### src/rtl/ps2_host_tx_if.sv
// Command handshake between the requesting logic and the PS/2 host transmitter.
interface ps2_host_tx_if;
  logic [7:0] tx_data;
  logic       tx_start;
  logic       busy;
  logic       done;
  logic       error;

  modport master (output tx_data, tx_start, input busy, done, error);
  modport slave  (input tx_data, tx_start, output busy, done, error);
endinterface

### src/rtl/ps2_host_tx.sv
// PS/2 host-to-device transmitter: clock inhibit, request-to-send, bit shifting
// on device clock falls, odd parity and ACK check over open-drain lines.
module ps2_host_tx #(
  parameter int INHIBIT_CYCLES = 12000,
  parameter int TIMEOUT_CYCLES = 2000000,
  parameter int FILTER_LEN     = 8
) (
  input  logic            CLK100MHZ,
  input  logic            CPU_RESETN,
  ps2_host_tx_if.slave    host,
  input  logic            PS2_CLK_IN,
  input  logic            PS2_DATA_IN,
  output logic            ps2_clk_drive_low,
  output logic            ps2_data_drive_low
);

  localparam int IW = (INHIBIT_CYCLES > 1) ? $clog2(INHIBIT_CYCLES) : 1;
  localparam int TW = (TIMEOUT_CYCLES > 1) ? $clog2(TIMEOUT_CYCLES) : 1;
  localparam int FW = $clog2(FILTER_LEN + 1);

  typedef enum logic [2:0] {
    IDLE, INHIBIT, REQ, SEND, WAIT_ACK, WAIT_IDLE, DONE, ERR
  } state_t;

  // index 0 = clock line, index 1 = data line
  logic [1:0]    sync1, sync2, filt;
  logic [FW-1:0] fcnt [2];
  logic          clk_prev;
  logic          fall;

  always_ff @(posedge CLK100MHZ or negedge CPU_RESETN) begin
    if (!CPU_RESETN) begin
      sync1    <= '1;
      sync2    <= '1;
      filt     <= '1;
      fcnt[0]  <= '0;
      fcnt[1]  <= '0;
      clk_prev <= 1'b1;
    end else begin
      sync1    <= {PS2_DATA_IN, PS2_CLK_IN};
      sync2    <= sync1;
      clk_prev <= filt[0];
      for (int unsigned i = 0; i < 2; i++) begin
        if (sync2[i] == filt[i]) begin
          fcnt[i] <= '0;
        end else if (fcnt[i] == FW'(FILTER_LEN - 1)) begin
          filt[i] <= sync2[i];
          fcnt[i] <= '0;
        end else begin
          fcnt[i] <= fcnt[i] + 1'b1;
        end
      end
    end
  end

  assign fall = clk_prev & ~filt[0];

  state_t        state, state_n;
  logic [3:0]    n, n_n, n_inc;
  logic [7:0]    shreg, shreg_n;
  logic          par, par_n;
  logic [IW-1:0] inh_cnt, inh_n;
  logic [TW-1:0] to_cnt, to_n;
  logic          dlow, dlow_n;
  logic          timeout;

  always_ff @(posedge CLK100MHZ or negedge CPU_RESETN) begin
    if (!CPU_RESETN) begin
      state   <= IDLE;
      n       <= '0;
      shreg   <= '0;
      par     <= 1'b0;
      inh_cnt <= '0;
      to_cnt  <= '0;
      dlow    <= 1'b0;
    end else begin
      state   <= state_n;
      n       <= n_n;
      shreg   <= shreg_n;
      par     <= par_n;
      inh_cnt <= inh_n;
      to_cnt  <= to_n;
      dlow    <= dlow_n;
    end
  end

  always_comb begin
    state_n = state;
    n_n     = n;
    shreg_n = shreg;
    par_n   = par;
    inh_n   = inh_cnt;
    to_n    = to_cnt;
    dlow_n  = dlow;
    timeout = (to_cnt == TW'(TIMEOUT_CYCLES - 1));
    n_inc   = (n == 4'd11) ? n : n + 4'd1;

    case (state)
      IDLE: begin
        dlow_n = 1'b0;
        if (host.tx_start) begin
          shreg_n = host.tx_data;
          par_n   = ~^host.tx_data;
          n_n     = '0;
          inh_n   = '0;
          state_n = INHIBIT;
        end
      end
      INHIBIT: begin
        if (inh_cnt == IW'(INHIBIT_CYCLES - 1)) begin
          dlow_n  = 1'b1;
          to_n    = '0;
          state_n = REQ;
        end else begin
          inh_n = inh_cnt + 1'b1;
        end
      end
      REQ, SEND, WAIT_ACK, WAIT_IDLE: begin
        // Timeout wins over any fall arriving in the same cycle.
        if (timeout) begin
          dlow_n  = 1'b0;
          state_n = ERR;
        end else begin
          to_n = to_cnt + 1'b1;
          case (state)
            REQ: state_n = SEND;
            SEND: begin
              if (fall) begin
                n_n = n_inc;
                if (n_inc <= 4'd8) begin
                  // Data bits leave LSB first by shifting the latched byte.
                  dlow_n  = ~shreg[0];
                  shreg_n = shreg >> 1;
                end else if (n_inc == 4'd9) begin
                  dlow_n = ~par;
                end else begin
                  dlow_n  = 1'b0;
                  state_n = WAIT_ACK;
                end
              end
            end
            WAIT_ACK: begin
              if (fall) begin
                n_n     = n_inc;
                state_n = filt[1] ? ERR : WAIT_IDLE;
              end
            end
            default: begin
              if (filt[0] && filt[1]) state_n = DONE;
            end
          endcase
        end
      end
      default: begin
        dlow_n  = 1'b0;
        state_n = IDLE;
      end
    endcase
  end

  assign ps2_clk_drive_low  = (state == INHIBIT);
  assign ps2_data_drive_low = dlow && ((state == REQ) || (state == SEND));
  assign host.busy  = (state != IDLE) && (state != DONE) && (state != ERR);
  assign host.done  = (state == DONE);
  assign host.error = (state == ERR);

endmodule

### src/flat_wrapper.sv
// flat-port wrapper written by rule: the top's interface ports become plain ports
module ps2_host_tx_flat 
#(
  parameter int INHIBIT_CYCLES = 12000,
  parameter int TIMEOUT_CYCLES = 2000000,
  parameter int FILTER_LEN     = 8
)
  (CLK100MHZ, CPU_RESETN, PS2_CLK_IN, PS2_DATA_IN, ps2_clk_drive_low, ps2_data_drive_low, host_tx_data, host_tx_start, host_busy, host_done, host_error);
  ps2_host_tx_if host_i ();
  input  logic CLK100MHZ;
  input  logic CPU_RESETN;
  input  logic PS2_CLK_IN;
  input  logic PS2_DATA_IN;
  output logic ps2_clk_drive_low;
  output logic ps2_data_drive_low;
  input wire logic [$bits(host_i.tx_data)-1:0] host_tx_data;
  input wire logic [$bits(host_i.tx_start)-1:0] host_tx_start;
  output wire logic [$bits(host_i.busy)-1:0] host_busy;
  output wire logic [$bits(host_i.done)-1:0] host_done;
  output wire logic [$bits(host_i.error)-1:0] host_error;
  assign host_i.tx_data = host_tx_data;
  assign host_i.tx_start = host_tx_start;
  assign host_busy = host_i.busy;
  assign host_done = host_i.done;
  assign host_error = host_i.error;
  ps2_host_tx #(.INHIBIT_CYCLES(INHIBIT_CYCLES), .TIMEOUT_CYCLES(TIMEOUT_CYCLES), .FILTER_LEN(FILTER_LEN)) u_core (.CLK100MHZ(CLK100MHZ), .CPU_RESETN(CPU_RESETN), .host(host_i), .PS2_CLK_IN(PS2_CLK_IN), .PS2_DATA_IN(PS2_DATA_IN), .ps2_clk_drive_low(ps2_clk_drive_low), .ps2_data_drive_low(ps2_data_drive_low));
endmodule
### config.mk
export PLATFORM = sky130hd
export DESIGN_NAME = ps2_host_tx_flat
export DESIGN_NICKNAME = d
export VERILOG_FILES = /design/src/rtl/ps2_host_tx_if.sv /design/src/rtl/ps2_host_tx.sv /design/src/flat_wrapper.sv
export SDC_FILE = /design/constraint.sdc
export NUM_CORES = 1
export LEC_CHECK = 0
export ABC_AREA = 1
export CORE_MARGIN = 1
export CORE_UTILIZATION = 34
export CTS_BUF_LIST = sky130_fd_sc_hd__clkbuf_8
export DETAILED_ROUTE_END_ITERATION = 8
export PLACE_DENSITY = 0.57
export SYNTH_ARGS = -nofsm -noshare
export SYNTH_HDL_FRONTEND = slang
export SYNTH_SLANG_ARGS = --single-unit
export TNS_END_PERCENT = 5
### constraint.sdc
create_clock -name CLK100MHZ -period 3.54 [get_ports CLK100MHZ]
set_input_delay 0.708 -clock CLK100MHZ [delete_from_list [all_inputs] [get_ports CLK100MHZ]]
set_output_delay 0.708 -clock CLK100MHZ [all_outputs]
set_load 0.01 [all_outputs]
==> flow_results.org, run 1 <==
** Status
- Outcome :: complete, but fails checks
- The checks that failed: DRC.

** Power and ir drop
- Leak :: 2.11 nW
- The design draws 0.00339 W.
- Pwr dens :: 726 nW/um^2
- Max IR drop VDD :: 0.000347 V

** Flow run
- Across the run, the number of max-cap violations was 0.

** Detailed routing
- DR vias :: 3688
- Final routed DRC violation total :: 1
- For this block, the routed nets add up to 9210 um of wire.
- Vias per Instance :: 4.96
- In this run, the number of DRC markers left after iteration 0 of detailed routing was 221.
- The detail route stage leaves a number of antenna-violating nets equal to 0.
- Detailed Routing Iterations Pass 1 :: 6
- Routed length per instance :: 12.4 um

** Worst setup path
- CP max stage delay :: 0.58 ns
- Worst Path Class, Setup :: flip-flop to primary output
- Capture instance of the worst register-to-register path :: u_core.shreg[1]$_DFFE_PN0P_
- Top fanout value on the critical path :: 9
- Critical Path Source Type :: flip-flop
- Register-to-register setup slack :: 1.31 ns
- WP data arrival :: 1.92 ns
- Worst-case reg-to-reg path depth :: 9
- Slowest library cell on the worst path :: sky130_fd_sc_hd__clkdlybuf4s50_1
- Critical Path Start :: u_core.state[1]$_DFFE_PN0P_
- The signal on the critical path passes through inv_1, nand3_4, inv_2, clkdlybuf4s50_1.
- Critical Path End Type :: primary output
- Data required time of the worst path :: 2.83 ns
- Startpoint of the worst register-to-register path :: u_core.state[2]$_DFFE_PN0P_

** Clock tree
- Clock slew at reported path FFs :: 0.08 ns
- Clock latency on the worst-skew pair, taken at its later pin, is 0.37 ns.
- The number of hold buffers added after CTS was 0.
- Number of levels the H-tree was split into :: 3
- The number of clock buffers added by TritonCTS is 9.
- In this run the deepest clock path goes through 2 buffers.
- CTS tree :: yes
- Number of instances resized during post-cts repair :: 0
- After clock tree synthesis, the setup repair step added 0 buffers.
- Clock root buffer master :: sky130_fd_sc_hd__clkbuf_8
- Number of clock sinks seen by CTS :: 67

** Global route
- After global routing the overflow that remains totals 0.
- Vias in the first global route :: 3374
- Global-route wire length before repair :: 15600 um
- Across every metal layer, demand over resource in global routing totals 0.157.
- Largest net degree at the start of global routing :: 28
- Antenna violations before repair :: 0

** Synth
- For this run, the number of Yosys warnings is 0.
- Average footprint of a synthesized cell :: 7.18 sq um
- Synthesis produced a netlist whose cell count is 576.
- After synthesis the netlist holds a flip-flop and latch count of 67.
- The share of the Yosys chip area taken by registers is 0.408.
- In this run, distinct cell masters in the synthesized netlist total 37.
- The mapped netlist covers 4130 sq um.
- Post-Synthesis Net Count :: 596

** Timing
- After routing, the total negative slack on setup checks comes to 0 ns.
- The worst path meets setup with 0.908 ns of slack.
- Setup repair after global routing missed its margin :: false
- Worst slew margin relative to its limit :: 0.572
- The worst path needs 2.63 ns of the cycle, external delays included.
- Dividing the final minimum period by the clock period gives 0.743.
- The count of endpoints failing hold in the final timing report came to 0.
- Number of pins exceeding their max-slew limit in the final report :: 0
- Measured slew at the worst slew-check pin :: 0.643 ns
- Max Clock Skew :: 0.00996 ns
- Upper clock frequency limit :: 0.380 GHz
- Setup violations remaining at the end of the flow were counted as 0.

** Hold path
- The worst hold path belongs to the class primary input to asynchronous set/reset pin.

** Placed design
- Routability-driven placement finished with a final weighted congestion of 0.859.
- Sum of net half-perimeters after detailed placement :: 6760 um
- Quantity of I/O buffers inserted on ports :: 17
- Before CTS, the worst setup slack after placement is 1.21 ns.

** Finish
- Leading cell types in the layout, fill and taps excluded :: sky130_fd_sc_hd__nand2_1, sky130_fd_sc_hd__nor2_1, sky130_fd_sc_hd__dfrtp_1, sky130_fd_sc_hd__nand3_1, sky130_fd_sc_hd__inv_1
- Layout cells sized above 1 :: 0.0749
- Share of the core filled with cells in the final layout :: 0.402
- At the end of the flow, the number of nets in the layout was 616.
- Layout overhead on the synthesized area :: 12.8%
- The repair_antennas step left the layout with diodes totalling 0.
- Most common cell after layout, fill and taps aside :: sky130_fd_sc_hd__nand2_1
- The filler cells instantiated in the layout total 1232.

** Floorplanning
- Count of pins on the block boundary :: 18
- Row generation in the floorplan step produced 39 rows.
- Core box area :: 11600 sq um
- Measured along the x axis, the die boundary spans 112 um.
- Measured along the y axis, the die boundary spans 112 um.
- Initial core utilization :: 0.356
- Die area :: 12600 sq um
==> power by group <==
part	internal, W	total [W]	switching, W
Combinational	0.000485	0.00152	0.00103
Sequential	0.000948	0.00112	0.000170
Clock	0.000410	0.000751	0.000342
Total	0.00184	0.00339	0.00154
==> per-stage QoR <==
step           std cells  cell area, sq um  hold WS [ns]
2_1_floorplan        576              4130         0.345
3_3_place_gp         728              4430         0.347
3_5_place_dp         728              4430         0.348
4_1_cts              744              4660         0.361
5_1_grt              744              4660         0.363
6_report             744              4660         0.359
==> synthesized netlist by cell type, drive strengths merged <==
| library cell | n | area share |
|---|---|---|
| o21a | 1 | 0.0018 |
| a21oi | 12 | 0.015 |
| o22ai | 2 | 0.0030 |
| nand3 | 59 | 0.074 |
| dfrtp | 60 | 0.36 |
| buf | 8 | 0.014 |
| dfstp | 7 | 0.044 |
| nor3 | 15 | 0.019 |
| mux2 | 1 | 0.0027 |
| nand3b | 3 | 0.0054 |
| clkbuf | 4 | 0.0039 |
| nand4 | 16 | 0.026 |
| a21boi | 1 | 0.0018 |
| inv | 60 | 0.055 |
| xor2 | 19 | 0.040 |
| nor2 | 74 | 0.074 |
| or2 | 1 | 0.0015 |
| xnor2 | 10 | 0.021 |
| nand2 | 182 | 0.17 |
| o21ai | 33 | 0.041 |
| ha | 7 | 0.021 |
| nor3b | 1 | 0.0018 |
==> state kept, by name (all words and copies together) (netlist names) <==
register	count
u_core.inh_cnt	14
u_core.sync1	2
u_core.dlow	1
u_core.fcnt	8
u_core.par	1
u_core.clk_prev	1
u_core.to_cnt	21
u_core.filt	2
u_core.n	4
u_core.sync2	2
u_core.state	3
u_core.shreg	8
==> worst max path at each step <==
stage,slack [ns],to
3_3_place_gp,1.24,u_core.inh_cnt[6]$_DFFE_PN0P_
4_1_cts,0.87,ps2_clk_drive_low
5_1_grt,0.79,ps2_clk_drive_low
2_1_floorplan,1.65,u_core.shreg[0]$_DFFE_PN0P_
3_5_place_dp,1.21,u_core.inh_cnt[6]$_DFFE_PN0P_
6_report,0.91,ps2_clk_drive_low
==> routing by layer <==
metal | vias to the layer above | wire length [um] | GRT usage
met5 | - | 0 | 0
met4 | 0 | 175 | 0.0773
met3 | 15 | 306 | 0.0313
met2 | 67 | 4290 | 0.253
met1 | 1724 | 4440 | 0.202
li1 | 1882 | - | -
==> worst max-delay path: cells and delay by family, from the launching register on <==
kind | cells | cell delay [ns]
buffers and inverters | 3 | 0.94
flip-flops | 1 | 0.48
AND/OR/NAND/NOR | 1 | 0.13
==> logic make-up after synthesis <==
logic type,share of synthesized area
AOI/OAI and AO/OA,0.0620
xor gates and xnor gates,0.0614
adders and majority gates,0.0212
buffers and inverters,0.0729
DFF,0.408
muxes,0.00272
and+or+nand+nor,0.372
==> layout make-up <==
class	count	area, sq um	area share
Clock inverter	7	106	0.0228
Clock buffer	9	124	0.0266
Sequential cell	67	1690	0.361
Tap cell	143	179	0.0384
Inverter	60	228	0.0488
Multi-Input combinational cell	437	2150	0.460
Timing Repair Buffer	21	195	0.0418
Power figures use the tool's default switching activity.
==> inputs of run 2 (changes only) <==
- clock period: 3.54 -> 2.6 ns (I/O delays scaled with it)
==> flow_results.org, run 2 (synthesis gave the netlist of run 1 again) <==
** Worst setup path
- Top fanout value on the critical path :: 9 (unchanged)
- WP data arrival :: 1.93 ns (about the same)
- STA classifies the critical path startpoint as a flip-flop.
- STA classifies the critical path endpoint as a primary output.
- The cell count of the worst reg-to-reg path is 9 (unchanged).
- Data required time of the worst path :: 2.08 ns (-0.75 ns)
- The worst setup path is of the flip-flop to primary output kind.

** Clock tree
- Number of clock sinks seen by CTS :: 67 (unchanged)
- Number of buffers inserted for hold repair after clock tree synthesis :: 0 (unchanged)
- Worst skew pair latency :: 0.36 ns (about the same)
- Clock root buffer master :: sky130_fd_sc_hd__clkbuf_8
- Number of setup buffers added after CTS :: 0 (unchanged)
- Number of levels the H-tree was split into :: 3 (unchanged)
- The maximum buffer depth of the clock tree came to 2 (unchanged).
- The total CTS buffers was 9 (unchanged).
- TritonCTS built the clock tree.
- The clock slew seen by the registers of the worst setup and hold paths was 0.08 ns (about the same).
- The number of instances resized during post-cts repair was 0 (unchanged).

** Power and ir drop
- Switching Share :: 0.465 (+0.00968)
- Proportion of power drawn by combinational gates :: 0.468 (+0.020)
- The power density relative to cell area was 950 nW/um^2 (+31%).
- The power consumption was 0.00441 W (+30%).
- Proportion of power drawn by flip-flops and latches :: 0.345 (+0.015)
- The net switching power was 0.00205 W (+33%).
- Internal Power :: 0.00236 W (+28%)
- The worst supply voltage drop on vdd is 0.000535 V (+54%).
- The cell leakage power is 2.10 nW (-0.53%).
- The clock share of power was 0.187 (-0.035).

** Finish
- Most common cell after layout, fill and taps aside :: sky130_fd_sc_hd__nand2_1
- The number of flip-flops under the largest register name came to 21 (unchanged).
- Top register by number of flip-flops :: u_core.to_cnt
- Largest registers :: u_core.to_cnt (21), u_core.inh_cnt (14)
- Leading cell types in the layout, fill and taps excluded :: sky130_fd_sc_hd__nand2_1, sky130_fd_sc_hd__nor2_1, sky130_fd_sc_hd__dfrtp_1, sky130_fd_sc_hd__nand3_1, sky130_fd_sc_hd__inv_1
- Post-Layout Cell Count :: 745 (+0.13%)
- The final net count came to 617 (+0.16%).
- Layout overhead on the synthesized area :: 12.3%
- The number of fill cells in the layout is 1235 (+0.24%).
- Share of the core filled with cells in the final layout :: 0.400 (-0.00205)
- N_diodes :: 0 (unchanged)
- The fraction of layout instances using a drive strength above 1 was 0.0764 (+0.00154).

** Detailed routing
- DR vias :: 3687 (-0.027%)
- Detailed Routing Iterations Pass 1 :: 6 (unchanged)
- The remaining design rule violation count came to 1 (unchanged).
- Drt first-iter violations :: 240 (+8.6%)
- The number of nets with antenna violations after routing came to 0 (unchanged).
- Vias per Instance :: 4.95 (-0.16%)
- Routed length per instance :: 12.5 um (+1.3%)
- Wire length after detailed routing :: 9340 um (+1.4%)

** Placed design
- The half-perimeter wire length after detailed placement is 7010 um (+3.7%).
- Quantity of I/O buffers inserted on ports :: 17 (unchanged)
- Routability congestion estimate from global placement :: 0.885 (+3.0%)
- The number of instances in the placed design is 729 (+0.14%).

** Global route
- The wire length of the first global-routing pass is 16500 um (+5.2%).
- The combined global-route utilization of all metal layers came to 0.163 (+0.00623).
- The via count of the first global-routing pass was 3660 (+8.5%).
- Total overflow reported by the global router :: 0 (unchanged)
- The number of antenna violations at the first check in global routing is 0 (unchanged).
- Largest net degree at the start of global routing :: 28 (unchanged)

** Timing
- Period Utilization, post-route :: 0.941
- Counting I/O delays and the setup requirement, the final critical path takes 2.45 ns.
- Max Clock Skew :: 0.0127 ns (+0.00274 ns)
- Upper clock frequency limit :: 0.409 GHz
- Worst slew margin relative to its limit :: 0.589 (+0.0178)
- Number of failing setup endpoints in the final timing report :: 0 (unchanged)
- Setup repair after global routing left no endpoint under its margin.
- The summed negative setup slack over all endpoints was 0 ns (unchanged).
- The worst hold margin was 0.0548 ns (-0.304 ns).
- Number of pins exceeding their max-slew limit in the final report :: 0 (unchanged)
- The count of endpoints failing hold in the final timing report is 0 (unchanged).
- The slew at the pin closest to its max-slew limit was 0.614 ns (-0.0282 ns).

** Floorplanning
- The placeable core region is 11600 sq um (unchanged).
- The starting density of the core came to 0.356 (unchanged).
- The top-level port count is 18 (unchanged).
- Row count :: 39 (unchanged)
- Die height :: 112 um (unchanged)
- Die Width :: 112 um (unchanged)
- Die area :: 12600 sq um (unchanged)

** Flow run
- The count of max-cap constraint violations was 0 (unchanged).

** Status
- Violated checks :: DRC
- Outcome :: complete, but fails checks

** Hold path
- Worst hold path type :: primary input to asynchronous set/reset pin
==> run 2: changes by cell type in the layout (fill, tap and decap cells not counted), sizes merged <==
cell / delta
buf: +1
bufinv: -2
clkbuf: +2
clkinv: +1
clkinvlp: +1
inv: -2
==> run 2: worst max-delay path, stage by stage, from the launching register on <==
cell and delay [ns]:
sky130_fd_sc_hd__dfrtp_1 0.47, sky130_fd_sc_hd__inv_1 0.15, sky130_fd_sc_hd__nand3_4 0.15, sky130_fd_sc_hd__inv_2 0.22
sky130_fd_sc_hd__clkdlybuf4s50_1 0.58
==> run 2: power by group through the flow <==
stage / combinational (W) / clock [W] / sequential, W
finish: 0.00206 / 0.000824 / 0.00152
global route: 0.00236 / 0.000900 / 0.00156
CTS: 0.00208 / 0.000862 / 0.00152
detailed placement: 0.00207 / 0 / 0.00153
global placement: 0.00203 / 0 / 0.00153
floorplan: 0.00166 / 0 / 0.00148
==> run 2: cell type report <==
class	count	area, sq um	share of cell area
clock inverter	5	35.0	0.00755
sequential	67	1690	0.363
tap	143	179	0.0386
timing repair buffer	22	215	0.0464
multi-input combinational	437	2150	0.463
clock buffer	11	151	0.0326
inverter	60	228	0.0491
==> run 2: layer usage <==
| metal | part of all wire | up-vias | GRT usage |
|---|---|---|---|
| li1 | - | 1890 | - |
| met1 | 0.47 | 1723 | 0.202 |
| met2 | 0.48 | 60 | 0.276 |
| met3 | 0.033 | 14 | 0.0265 |
| met4 | 0.022 | 0 | 0.0836 |
| met5 | 0 | - | 0 |
==> run 2: path summary, 6_finish.rpt <==
path                       slack (ns)                   startpoint                             end
setup reg to reg                 0.45  u_core.state[2]$_DFFE_PN0P_     u_core.shreg[4]$_DFFE_PN0P_
hold / removal                   0.05                   CPU_RESETN  u_core.inh_cnt[11]$_DFFE_PN0P_
min in group CLK100MHZ           0.36    u_core.sync1[0]$_DFF_PN1_       u_core.sync2[0]$_DFF_PN1_
max in group asynchronous        1.92                   CPU_RESETN       u_core.sync1[0]$_DFF_PN1_
hold reg to reg                  0.36    u_core.sync1[0]$_DFF_PN1_       u_core.sync2[0]$_DFF_PN1_
setup / recovery                 0.15  u_core.state[1]$_DFFE_PN0P_               ps2_clk_drive_low
==> run 2: stage by stage <==
stage	worst slack (ns)	area (sq um)
CTS	0.115	4640
finish	0.153	4640
global placement	0.494	4450
global route	0.0419	4640
floorplan	0.710	4130
detailed placement	0.388	4450
